### src/rtl/buf_stream_pkg.sv
// Shared defaults and FSM state type for the buffer stream controller.
package buf_stream_pkg;

  localparam int unsigned BUF_ADDR_W = 13;
  localparam int unsigned BUF_SRC_W  = 16;
  localparam int unsigned BUF_DST_W  = 32;

  typedef enum logic [1:0] {
    IDLE,
    SRC,
    DST,
    DRAIN
  } state_t;

endpackage

### src/rtl/rd_fifo2.sv
// Two-entry FIFO that catches result-buffer read data; push and pop may coincide when full.
module rd_fifo2 #(
  parameter int unsigned W = 32
) (
  input  logic         clk,
  input  logic         reset,
  input  logic         push,
  input  logic [W-1:0] push_data,
  input  logic         pop,
  output logic [1:0]   count,
  output logic [W-1:0] head
);

  logic [W-1:0] mem [2];
  logic         wr_ptr;
  logic         rd_ptr;

  always_ff @(posedge clk) begin
    if (reset) begin
      mem[0] <= '0;
      mem[1] <= '0;
      wr_ptr <= 1'b0;
      rd_ptr <= 1'b0;
      count  <= 2'd0;
    end else begin
      if (push) begin
        mem[wr_ptr] <= push_data;
        wr_ptr      <= ~wr_ptr;
      end
      if (pop) begin
        rd_ptr <= ~rd_ptr;
      end
      case ({push, pop})
        2'b10:   count <= count + 2'd1;
        2'b01:   count <= count - 2'd1;
        default: count <= count;
      endcase
    end
  end

  assign head = mem[rd_ptr];

endmodule

### src/rtl/buf_stream_ctrl.sv
// Streams inbound words into a source buffer and result-buffer words out to a stream.
// Optional m_last output is built when BUF_STREAM_LAST_EN is defined.
module buf_stream_ctrl
  import buf_stream_pkg::*;
#(
  parameter int unsigned ADDR_W = BUF_ADDR_W,
  parameter int unsigned SRC_W  = BUF_SRC_W,
  parameter int unsigned DST_W  = BUF_DST_W
) (
  input  logic              clk,
  input  logic              reset,
  input  logic              start_src,
  input  logic              start_dst,
  input  logic [ADDR_W-1:0] cmd_base,
  input  logic [ADDR_W-1:0] cmd_cnt,
  input  logic              s_valid,
  output logic              s_ready,
  input  logic [SRC_W-1:0]  s_data,
  output logic              src_v,
  output logic [ADDR_W-1:0] src_a,
  output logic [SRC_W-1:0]  src_d,
  output logic              dst_v,
  output logic [ADDR_W-1:0] dst_a,
  input  logic [DST_W-1:0]  dst_d,
  output logic              m_valid,
  input  logic              m_ready,
  output logic [DST_W-1:0]  m_data,
`ifdef BUF_STREAM_LAST_EN
  output logic              m_last,
`endif
  output logic              busy,
  output logic              done
);

  state_t            state;
  state_t            next_state;
  logic [ADDR_W-1:0] addr;
  logic [ADDR_W-1:0] rem;
  logic [ADDR_W-1:0] dst_a_q;
  logic              inflight;
  logic              done_q;
  logic [1:0]        fifo_count;
  logic [DST_W-1:0]  fifo_head;
  logic              pop;
  logic              load;
  logic              beat;
  logic              issue;
  logic              finish;

  rd_fifo2 #(.W(DST_W)) u_fifo (
    .clk       (clk),
    .reset     (reset),
    .push      (inflight),
    .push_data (dst_d),
    .pop       (pop),
    .count     (fifo_count),
    .head      (fifo_head)
  );

  assign m_valid = (fifo_count != 2'd0);
  assign pop     = m_valid & m_ready;

  always_comb begin
    next_state = state;
    load       = 1'b0;
    beat       = 1'b0;
    issue      = 1'b0;
    finish     = 1'b0;
    case (state)
      IDLE: begin
        if (start_src) begin
          next_state = SRC;
          load       = 1'b1;
        end else if (start_dst) begin
          next_state = DST;
          load       = 1'b1;
        end
      end
      SRC: begin
        if (s_valid) begin
          beat = 1'b1;
          if (rem == '0) begin
            next_state = IDLE;
            finish     = 1'b1;
          end
        end
      end
      DST: begin
        // A same-cycle pop frees a slot, so a full pipeline still issues every cycle.
        if ((({1'b0, fifo_count} + {2'b0, inflight}) < 3'd2) || pop) begin
          issue = 1'b1;
          if (rem == '0) next_state = DRAIN;
        end
      end
      DRAIN: begin
        if (!inflight && ((fifo_count == 2'd0) || ((fifo_count == 2'd1) && pop))) begin
          next_state = IDLE;
          finish     = 1'b1;
        end
      end
      default: next_state = IDLE;
    endcase
  end

  always_ff @(posedge clk) begin
    if (reset) begin
      state    <= IDLE;
      addr     <= '0;
      rem      <= '0;
      dst_a_q  <= '0;
      inflight <= 1'b0;
      done_q   <= 1'b0;
    end else begin
      state    <= next_state;
      inflight <= issue;
      done_q   <= finish;
      if (load) begin
        addr <= cmd_base;
        rem  <= cmd_cnt;
      end else if (beat || issue) begin
        addr <= addr + ADDR_W'(1);
        rem  <= rem - ADDR_W'(1);
      end
      if (issue) dst_a_q <= addr;
    end
  end

  assign s_ready = (state == SRC);
  assign src_v   = beat;
  assign src_a   = beat ? addr : '0;
  assign src_d   = beat ? s_data : '0;
  // Read address only moves on an issuing cycle so the bank select stays put between reads.
  assign dst_v   = issue;
  assign dst_a   = issue ? addr : dst_a_q;
  assign m_data  = m_valid ? fifo_head : '0;
  assign busy    = (state != IDLE);
  assign done    = done_q;

`ifdef BUF_STREAM_LAST_EN
  logic [ADDR_W-1:0] out_rem;

  always_ff @(posedge clk) begin
    if (reset) begin
      out_rem <= '0;
    end else if (load) begin
      out_rem <= cmd_cnt;
    end else if (pop) begin
      out_rem <= out_rem - ADDR_W'(1);
    end
  end

  assign m_last = m_valid && (out_rem == '0) && ((state == DST) || (state == DRAIN));
`endif

endmodule

### config.mk
export PLATFORM = sky130hd
export DESIGN_NAME = buf_stream_ctrl
export DESIGN_NICKNAME = d
export VERILOG_FILES = /design/src/rtl/buf_stream_pkg.sv /design/src/rtl/rd_fifo2.sv /design/src/rtl/buf_stream_ctrl.sv
export SDC_FILE = /design/constraint.sdc
export NUM_CORES = 1
export LEC_CHECK = 0
export BUFFER_PORTS_ARGS = -buffer_cell sky130_fd_sc_hd__buf_2
export CAP_MARGIN = 20
export CORE_MARGIN = 4
export CORE_UTILIZATION = 57
export DETAILED_ROUTE_END_ITERATION = 6
export PLACE_DENSITY = 0.95
export SETUP_SLACK_MARGIN = 0.5
export SLEW_MARGIN = 0
export SYNTH_ARGS = -nofsm -noshare
export SYNTH_HDL_FRONTEND = slang
export SYNTH_HIERARCHICAL = 1
export SYNTH_SLANG_ARGS = --single-unit
### constraint.sdc
create_clock -name clk -period 4.8 [get_ports clk]
set_input_delay 0.24 -clock clk [delete_from_list [all_inputs] [get_ports clk]]
set_output_delay 0.24 -clock clk [all_outputs]
set_load 0.005 [all_outputs]
==> summary.md <==
| Metric | Value |
|---|---|
| Logic pwr share | 0.188 |
| Nets@finish | 770 |
| P_leak | 2.86 nW |
| R2R Path End | u_fifo/mem[1][31] |
| Top_reg_cell synth | edfxtp_1 |
| CP required | 4.86 ns |
| PostCTS Resize Cnt | 0 |
| Clock power frac | 0.275 |
| First-iteration detailed-routing DRC count | 221 |
| Hold Path Class | primary input to flop |
| Kind of cell adding the most delay to the critical path | simple AND/OR/NAND/NOR gates |
| Total global routing overflow | 0 |
| Pwr Density | 310 nW/um^2 |
| Critical path's slowest cell | nand2b_1 |
| Syn-to-layout area delta | 18.6% |
| DPL Wire Length | 9.23 mm |
| Drt pass-1 iters | 5 |
| Sw Share | 0.282 |
| Final Hold Fails | 0 |
| Register area share after synthesis | 0.506 |
| FF-to-FF Start | inflight |
| H-tree depth | 3 |
| Period utilization | 0.543 |
| Worst slew margin | 0.293 |
| Die height | ~110 microns |
| Clock Sinks | 112 |
| Flop pwr share | 0.537 |
| Share of cells above drive strength 1 | 0.334 |
| Critical Path Sink Type | flop |
| Reg clk slew, reported paths | 0.10 ns |
| CTS tree | done |
| Post-synth net total | about 630 |
| # IOs | 160 |
| P_int | 1.50 mW |
| Max incr delay on CP | about 0.82 ns |
| Setup Buffers After CTS | 0 |
| WL/cell | about 16 microns |
| Drc violations | 0 |
| Finished Core Util | 0.694 |
| Maxcap violations | 0 |
| CP arrival | 2.67 ns |
| Syn Area/Cell | 10.5 sq um |
| Cts bufs inserted | 9 |
| Netlist cell types | between 60 and 70 |
| Worst-Margin Slew | 1.06 ns |
| Core area | 9730 sq um |
| Most frequent cells in the layout | buf_2 (159), nor2_1 (95), edfxtp_1 (64), dfxtp_1 (48), and2_1 (43) |
| Buffers plus inverters on the worst setup path | 1 |
| Net switching power | 0.590 mW |
| Largest net degree at the start of global routing | 43 |
| Final Skew | 0.00707 ns |
| Final WL | 13.0 mm |
| Status | completed |
| Peak VDD IR | approximately 0.21 mV |
| Reg2Reg Setup Slack | 2.19 ns |
| Hold path startpoint | cmd_cnt[1] |
| Worst-Skew Late Latency | 0.37 ns |
| Post-route ant nets | 0 |
| Yosys reg bits | 112 |
| Vias per cell | 5.53 |
| Most common cell after layout, fill and taps aside | buf_2 |
| Diode count | 0 |
| Global-route wire length before repair | 20.6 mm |
| Chip width | 108 microns |
| Routed via count | 4556 |
| IO Port Bufs | 159 |
| FF-to-FF path depth | 3 |
| Post-synth EDFFs | 64 |
| Cts hold-fix bufs | 0 |
| Starting Density | 0.585 |
| Hold EP | rem[1] |
| Crit path cell chain | nand2_1, nand2b_1, buf_4 |
| Final slew viol count | 0 |
| Hold Crit Depth | 3 |
| Clk buf depth | 2 |
| Fmax | between 0.3 and 0.4 GHz |
| Fin crit period | 2.61 ns |
| Gr usage total | 0.223 |
| Post-synthesis cell count | 543 |
| Fin Setup TNS | 0 ns |
| Row count | 36 |
| Setup crit start kind | flop |
| Clock Root Buffer | clkbuf_8 |
| Initial antenna violation count | 0 |
| CP Class | flop to flop |
| Unrepaired setup endpoints after global routing | no |
| Number of global-route vias before repair | about 4500 |
| Mapped cell area | around 5700 sq um |
| CP Max Fanout | 33 |
| Final setup fails | 0 |
| Asr flop ratio synth | 0 |
| Warnings, synthesis | 6 |
| Total die area | 11600 sq um |
| GPL Wtd Cong | 0.858 |
==> stage by stage <==
step	cell area [sq um]	setup WS (ns)	total power, mW	std cells	hold slack [ns]
5_1_grt	6750	2.01	2.19	824	0.102
4_1_cts	6750	2.19	2.10	824	0.0788
6_report	6750	2.19	2.09	824	0.0910
2_1_floorplan	5690	2.92	1.40	543	0.372
3_3_place_gp	6550	2.32	1.51	808	0.456
3_5_place_dp	6550	2.22	1.54	808	0.466
==> state kept, by name, indices dropped and copies added, names as in the netlist, 2 cells and up, named ones only <==
name and count:
addr 13, dst_a_q 13, rem 13, state 2, u_fifo/count 2, u_fifo/mem 64
==> per-layer routing <==
metal,up-vias,global-route usage,part of all wire
li1,2203,-,-
met1,2129,0.277,0.40
met2,195,0.377,0.50
met3,29,0.0402,0.077
met4,0,0.104,0.026
met5,-,0,0
==> Yosys cell counts (7+ instances only) <==
cell type | n | area, sq um
nor2_1 | 96 | 360
edfxtp_1 | 64 | 1920
dfxtp_1 | 48 | 961
and2_1 | 43 | 269
nand2b_1 | 37 | 231
mux2_2 | 35 | 394
nor2b_1 | 33 | 206
clkbuf_1 | 19 | 71.3
a311oi_1 | 14 | 123
nand2_1 | 13 | 48.8
inv_1 | 11 | 41.3
mux2_1 | 11 | 124
a211oi_1 | 10 | 75.1
buf_2 | 10 | 50.1
o21ai_0 | 7 | 35.0
==> logic make-up after synthesis <==
kind of cell,share of synthesized area
xor gates and xnor gates,0.0123
buffers and inverters,0.0365
adders and majority gates,0.00879
AOI/OAI and AO/OA,0.0978
DFF,0.506
and+or+nand+nor,0.247
muxes,0.0910
==> how the worst max path moves through the flow <==
stage	endpoint	startpoint	slack, ns	cells past startpoint
after CTS	u_fifo/mem[1][3]	inflight	2.19	3
after global placement	u_fifo/mem[1][29]	inflight	2.32	3
after floorplan	u_fifo/count[1]	u_fifo/count[0]	2.92	6
after detailed placement	u_fifo/mem[1][26]	inflight	2.22	3
final	u_fifo/mem[1][31]	inflight	2.19	3
after global routing	u_fifo/mem[1][6]	inflight	2.01	3
==> cell type report <==
type,instances,area (sq um)
well taps,133,166
clock buffers,10,128
flip-flops and latches,112,2880
fillers,733,2980
clock inverters,6,75.1
multi-input cells,385,2600
repair buffers,166,848
inverters,12,47.5
==> worst min-delay path, cell delays in order <==
cell and delay, ns:
buf_2 0.07, nand3_1 0.06, o31ai_1 0.06
==> power by group through the flow <==
stage	Combinational [mW]	Clock (mW)	Sequential, mW
floorplan	0.274	0	1.13
global placement	0.375	0	1.14
detailed placement	0.390	0	1.15
CTS	0.395	0.580	1.12
global route	0.435	0.618	1.13
finish	0.393	0.576	1.12
(Power assumes the default switching activity.)
